## src/rtl/rom_dl_ctrl.sv

```systemverilog
// ROM download sequencer: steers the hps_io ioctl byte stream into up to four
// contiguous ROM regions and holds the core in reset until a clean load completes.
module rom_dl_ctrl #(
    parameter logic [16:0] R1_BASE     = 17'h0A000,
    parameter logic [16:0] R2_BASE     = 17'h0C000,
    parameter logic [16:0] R3_BASE     = 17'h0E000,
    parameter logic [16:0] TOTAL_SIZE  = 17'h10000,
    parameter int unsigned HOLD_CYCLES = 16
) (
    input  logic        clk_sys,
    input  logic        reset,
    input  logic        ioctl_download,
    input  logic        ioctl_wr,
    input  logic [24:0] ioctl_addr,
    input  logic [7:0]  ioctl_dout,
    output logic [16:0] dn_addr,
    output logic [7:0]  dn_data,
    output logic [3:0]  dn_we,
    output logic        core_reset,
    output logic        dl_done,
    output logic        dl_error,
    output logic [15:0] dl_sum
);

    localparam int unsigned HOLD_W = (HOLD_CYCLES > 1) ? $clog2(HOLD_CYCLES) : 1;

    typedef enum logic [2:0] {
        S_WAIT,
        S_LOAD,
        S_CHECK,
        S_HOLD,
        S_RUN
    } state_e;

    state_e              state_q, state_d;
    logic [16:0]         cnt_q, cnt_d;
    logic [HOLD_W-1:0]   hold_q, hold_d;
    logic [15:0]         sum_q, sum_d;
    logic                err_q, err_d;
    logic                done_q, done_d;
    logic                core_rst_q, core_rst_d;
    logic [3:0]          we_q, we_d;
    logic [16:0]         addr_q, addr_d;
    logic [7:0]          data_q, data_d;

    logic                in_range_c;
    logic                start_load_c;
    logic [3:0]          region_c;
    logic [16:0]         base_c;
    logic [16:0]         addr_lo_c;

    // Region decode of the incoming byte address
    always_comb begin
        addr_lo_c  = ioctl_addr[16:0];
        in_range_c = (ioctl_addr[24:17] == 8'd0) && (addr_lo_c < TOTAL_SIZE);
        if (addr_lo_c < R1_BASE) begin
            region_c = 4'b0001;
            base_c   = 17'd0;
        end else if (addr_lo_c < R2_BASE) begin
            region_c = 4'b0010;
            base_c   = R1_BASE;
        end else if (addr_lo_c < R3_BASE) begin
            region_c = 4'b0100;
            base_c   = R2_BASE;
        end else begin
            region_c = 4'b1000;
            base_c   = R3_BASE;
        end
    end

    // Next-state and output logic
    always_comb begin
        state_d      = state_q;
        cnt_d        = cnt_q;
        hold_d       = hold_q;
        sum_d        = sum_q;
        err_d        = err_q;
        done_d       = done_q;
        we_d         = 4'b0000;
        addr_d       = addr_q;
        data_d       = data_q;
        start_load_c = 1'b0;

        case (state_q)
            S_WAIT, S_RUN: begin
                if (ioctl_download) start_load_c = 1'b1;
            end
            S_LOAD: begin
                if (ioctl_wr) begin
                    cnt_d = cnt_q + 17'd1;
                    sum_d = sum_q + 16'(ioctl_dout);
                    if (ioctl_addr != {8'd0, cnt_q}) err_d = 1'b1;
                    if (!in_range_c) begin
                        err_d = 1'b1;
                    end else begin
                        we_d   = region_c;
                        addr_d = addr_lo_c - base_c;
                        data_d = ioctl_dout;
                    end
                end
                if (!ioctl_download) state_d = S_CHECK;
            end
            S_CHECK: begin
                if ((cnt_q != TOTAL_SIZE) || err_q) begin
                    err_d   = 1'b1;
                    state_d = S_WAIT;
                end else begin
                    hold_d  = HOLD_W'(HOLD_CYCLES - 1);
                    state_d = S_HOLD;
                end
            end
            S_HOLD: begin
                if (ioctl_download) begin
                    start_load_c = 1'b1;
                end else if (hold_q == '0) begin
                    done_d  = 1'b1;
                    state_d = S_RUN;
                end else begin
                    hold_d = hold_q - HOLD_W'(1);
                end
            end
            default: state_d = S_WAIT;
        endcase

        // Entering LOAD wipes the status of the previous download
        if (start_load_c) begin
            state_d = S_LOAD;
            cnt_d   = 17'd0;
            sum_d   = 16'd0;
            err_d   = 1'b0;
            done_d  = 1'b0;
        end

        core_rst_d = (state_d != S_RUN);
    end

    always_ff @(posedge clk_sys) begin
        if (reset) begin
            state_q    <= S_WAIT;
            cnt_q      <= 17'd0;
            hold_q     <= '0;
            sum_q      <= 16'd0;
            err_q      <= 1'b0;
            done_q     <= 1'b0;
            core_rst_q <= 1'b1;
            we_q       <= 4'b0000;
            addr_q     <= 17'd0;
            data_q     <= 8'd0;
        end else begin
            state_q    <= state_d;
            cnt_q      <= cnt_d;
            hold_q     <= hold_d;
            sum_q      <= sum_d;
            err_q      <= err_d;
            done_q     <= done_d;
            core_rst_q <= core_rst_d;
            we_q       <= we_d;
            addr_q     <= addr_d;
            data_q     <= data_d;
        end
    end

    assign dn_we      = we_q;
    assign dn_addr    = addr_q;
    assign dn_data    = data_q;
    assign core_reset = core_rst_q;
    assign dl_done    = done_q;
    assign dl_error   = err_q;
    assign dl_sum     = sum_q;

endmodule

```

## config.mk

```make
export PLATFORM = sky130hd
export DESIGN_NAME = rom_dl_ctrl
export DESIGN_NICKNAME = d
export VERILOG_FILES = /design/src/rtl/rom_dl_ctrl.sv
export SDC_FILE = /design/constraint.sdc
export NUM_CORES = 1
export LEC_CHECK = 0
export ABC_CLOCK_PERIOD_IN_PS = 2400
export CAP_MARGIN = 5
export CORE_MARGIN = 5
export CORE_UTILIZATION = 57
export DETAILED_ROUTE_END_ITERATION = 7
export DONT_BUFFER_PORTS = 1
export GPL_TIMING_DRIVEN = 0
export MAX_ROUTING_LAYER = met4
export PLACE_DENSITY = 0.84
export SETUP_SLACK_MARGIN = 0.02
export SLEW_MARGIN = 5
export SYNTH_ARGS = -nofsm -noshare
export SYNTH_HDL_FRONTEND = slang
export SYNTH_SLANG_ARGS = --single-unit
```

## constraint.sdc

```tcl
create_clock -name clk_sys -period 2.4 [get_ports clk_sys]
set_clock_uncertainty 0.15 [all_clocks]
set_input_delay 0.6 -clock clk_sys [delete_from_list [all_inputs] [get_ports clk_sys]]
set_output_delay 0.6 -clock clk_sys [all_outputs]
set_load 0.01 [all_outputs]
```

==> impl_metrics.ini <==
[sta]
max_freq_mhz = 443
rsz0062_at_grt = no
post-route-period-util = 0.941
hold_slack_ns = 0.157
timing_hold_violations_final = 0
setup_viol = 0
slew_headroom = 0.633
slew_viol_final = 0
min_period_ns = 2.26
worst_pin_slew_ns = 0.551

[pwr]
p_switching_w = 0.000570
p_leak_nw = 1.43
clock_power_share = 0.478
swShare = 0.217
internal_power_w = 0.00206
cellPowerDensity_nw_per_um2 = 650
pwr-share-seq = 0.462
ir_worst_vdd_mv = 0.382
pwr-share-comb = 0.060

[synth]
synth_ff_type = dfxtp_1
ys_warn_count = 0
muxShareOfSynthArea = 0.00551
synth_compound_gate_area_share = 0.171
yosys.area_share.simple = 0.254
synthAdderAreaFrac = 0.0558
syn_area_um2 = 3630
ys_seq_elements = 72
synth_top_family_by_area = simple AND/OR/NAND/NOR gates
ys_seq_area_frac = 0.397
syn_avg_cell_area_um2 = 8.22
synth_edf_count = 0
syn-num-nets = 494
async_flop_share = 0
synthCells = 442
yosys.area_share.xor_xnor = 0.0747
yosys.cell_types.count = 46

[floorplanning]
ios = 85
start_util = 0.579
core_area_um2 = 6280
die_y_um = 89.9
fp-row-count = 29
dieArea_um2 = 8070
die_w_um = 89.9

[global_routing]
grt_usage = 0.243
grt_max_degree = 13
grt_pass1_wl_um = 15500
antenna_found_initial = 0
grt_pass1_vias = 3242
grt-ovfl-total = 0

[cts]
clkLatencyLatePin_ns = 0.35
clock_sinks = 72
htreeDepth = 3
cts.path.max_buffers = 2
cts_buffers = 9
cts_tree = done
root_buffer = clkbuf_8
clkTransAtPathRegs_ns = 0.08

[cells_and_area]
diodes = 0
finalNonFillerCells = 537
nets = 507
drive_gt1_frac = 0.0891
synthToLayoutAreaGrowth_pct = 11.1

[worst_setup_path]
r2r-start = dl_sum[0]$_SDFFE_PP0P_
cp.arrival_ns = 2.40
r2r_setup_slack_ns = 0.14
cp.required_ns = 2.54
critical_path_class = reg -> reg
reg2reg_to = dl_sum[10]$_SDFFE_PP0P_
cp_max_fo = 8
startpoint_type = register
rr_worst_depth = 8
cp-end-kind = register

[detailed_routing]
drt_iter0_markers = 240
finalWirelength_um = 9580
routedWlPerCell_um = 17.8
drc = 0
first_pass_iters = 4
postRouteAntennaNets = 0
viasPerCell = 6.15
vias = 3303

[min_path]
hold_depth = 1
worstHoldPathType = in -> reg
hold_end = dn_we[2]$_SDFF_PP0_
hp-start = ioctl_addr[13]

[placed_design]
globalplace.congestion = 0.907
portBuffers = 0
dp_hpwl_um = 6730
dpl.cell_count = 519

[run_status]
status = complete, no violations

[run]
cap_violations = 0
[repair_timing]
item / CTS / global route
resized for setup: 1 / 1
hold buffers: 0 / 0
pin swaps: 0 / 2
setup buffers: 0 / 2
setup endpoints to repair: 1 / 7
[worst max-delay path by stage]
stage                            from                      end  slack (ns)
2_1_floorplan           ioctl_dout[0]  dl_sum[10]$_SDFFE_PP0P_        0.02
3_3_place_gp            ioctl_dout[0]  dl_sum[10]$_SDFFE_PP0P_       -0.04
3_5_place_dp            ioctl_dout[0]  dl_sum[10]$_SDFFE_PP0P_       -0.06
4_1_cts        dl_sum[1]$_SDFFE_PP0P_  dl_sum[10]$_SDFFE_PP0P_        0.08
5_1_grt        dl_sum[3]$_SDFFE_PP0P_  dl_sum[14]$_SDFFE_PP0P_        0.02
6_report       dl_sum[0]$_SDFFE_PP0P_  dl_sum[10]$_SDFFE_PP0P_        0.14
[per-stage QoR]
stage	setup TNS (ns)	worst slack, ns	total power (W)	cell area [µm²]	util
after global placement	-0.0412	-0.0412	0.00139	3760	0.599
after detailed placement	-0.120	-0.0649	0.00139	3760	0.599
after CTS	0	0.0794	0.00263	4020	0.641
after global routing	0	0.0217	0.00272	4040	0.643
final	0	0.142	0.00263	4040	0.643
after floorplan	0	0.0245	0.00136	3660	-
[cells in the final DEF, fill, tap and decap left out, types with 3 or more instances in the layout]
| cell | instances |
|---|---|
| a21o_1 | 3 |
| or4_1 | 4 |
| a211oi_1 | 6 |
| o21ai_0 | 15 |
| nand2b_1 | 4 |
| a2111o_1 | 4 |
| nand3_1 | 12 |
| xor2_1 | 18 |
| nor2_1 | 35 |
| and2_1 | 3 |
| bufinv_16 | 4 |
| nor4b_1 | 3 |
| nor2b_1 | 6 |
| buf_2 | 11 |
| and3_1 | 3 |
| nand4_1 | 9 |
| inv_1 | 15 |
| and4_1 | 4 |
| clkbuf_1 | 10 |
| ha_1 | 12 |
| a21oi_1 | 57 |
| xnor2_1 | 13 |
| nand2_1 | 68 |
| or3_1 | 7 |
| dfxtp_1 | 70 |
| nor3_1 | 12 |
| nor4_1 | 7 |
| clkbuf_8 | 9 |
[power groups by stage]
stage / combinational (W) / sequential (W) / clock, W
2_1_floorplan: 0.000120 / 0.00124 / 0
3_3_place_gp: 0.000147 / 0.00124 / 0
3_5_place_dp: 0.000152 / 0.00124 / 0
4_1_cts: 0.000156 / 0.00121 / 0.00127
5_1_grt: 0.000175 / 0.00121 / 0.00133
6_report: 0.000158 / 0.00121 / 0.00125
[logic make-up after synthesis]
group,count (synthesis)
AO/OA/AOI/OAI,100
XOR/XNOR,31
adder cells (fa/ha/maj),15
buffers and inverters,36
flip-flops,72
multiplexers,2
AND/OR/NAND/NOR,186
[cell type report]
class / instances / area, µm²
Buffer: 20 / 96.3
Clock buffer: 11 / 131
Clock inverter: 5 / 129
Fill cell: 510 / 2240
Inverter: 16 / 60.1
Multi-Input combinational cell: 334 / 2070
Sequential cell: 72 / 1440
Tap cell: 77 / 96.3
Timing Repair Buffer: 2 / 15.0
[synth_stat cells, types with 2 or more instances]
library cell,count,share of area
o211ai_1,2,0.0041
mux2i_1,2,0.0055
inv_1,16,0.017
and4_1,4,0.0096
nand4_1,9,0.015
o21a_1,2,0.0041
nand3_1,12,0.017
dfxtp_1,72,0.40
nor2_1,35,0.036
nand2_1,68,0.070
clkbuf_1,8,0.0083
nor3_1,12,0.017
nor4b_1,3,0.0072
nor3b_1,2,0.0041
buf_2,11,0.015
fa_1,2,0.011
a2111o_1,4,0.012
o21ai_0,15,0.021
o31ai_1,2,0.0041
nor4_1,7,0.012
xnor2_1,13,0.031
a21oi_1,57,0.078
xor2_1,18,0.043
a21oi_2,2,0.0048
and2_1,3,0.0052
or4_1,4,0.0083
o21bai_1,2,0.0041
nor2b_1,6,0.010
and3_1,3,0.0052
ha_1,13,0.045
nand2b_1,5,0.0086
or3_1,7,0.012
a21o_1,3,0.0062
a211oi_1,6,0.012
[sequential cells by signal (all words and copies together), names as in the netlist]
signal / cells
dn_addr: 17
dl_error: 1
dn_we: 4
state_q: 3
dl_done: 1
dl_sum: 16
hold_q: 4
core_reset: 1
dn_data: 8
cnt_q: 17
[routing by layer]
layer	global-route usage	routed length, µm	vias up	share of wire
met2	0.399	4760	126	0.50
met1	0.264	3730	1564	0.39
met5	-	0	-	0
met4	0.122	358	0	0.037
met3	0.0760	735	36	0.077
li1	-	-	1577	-
[worst max-delay path: stages (launching register included)]
cell	delay, ns
dfxtp_2	0.39
ha_4	0.15
inv_2	0.03
fa_2	0.34
nand2b_4	0.17
a21oi_4	0.18
a2111oi_4	0.13
or4_1	0.51
a21oi_1	0.14
Note: power is estimated with default switching activity, not from simulation.
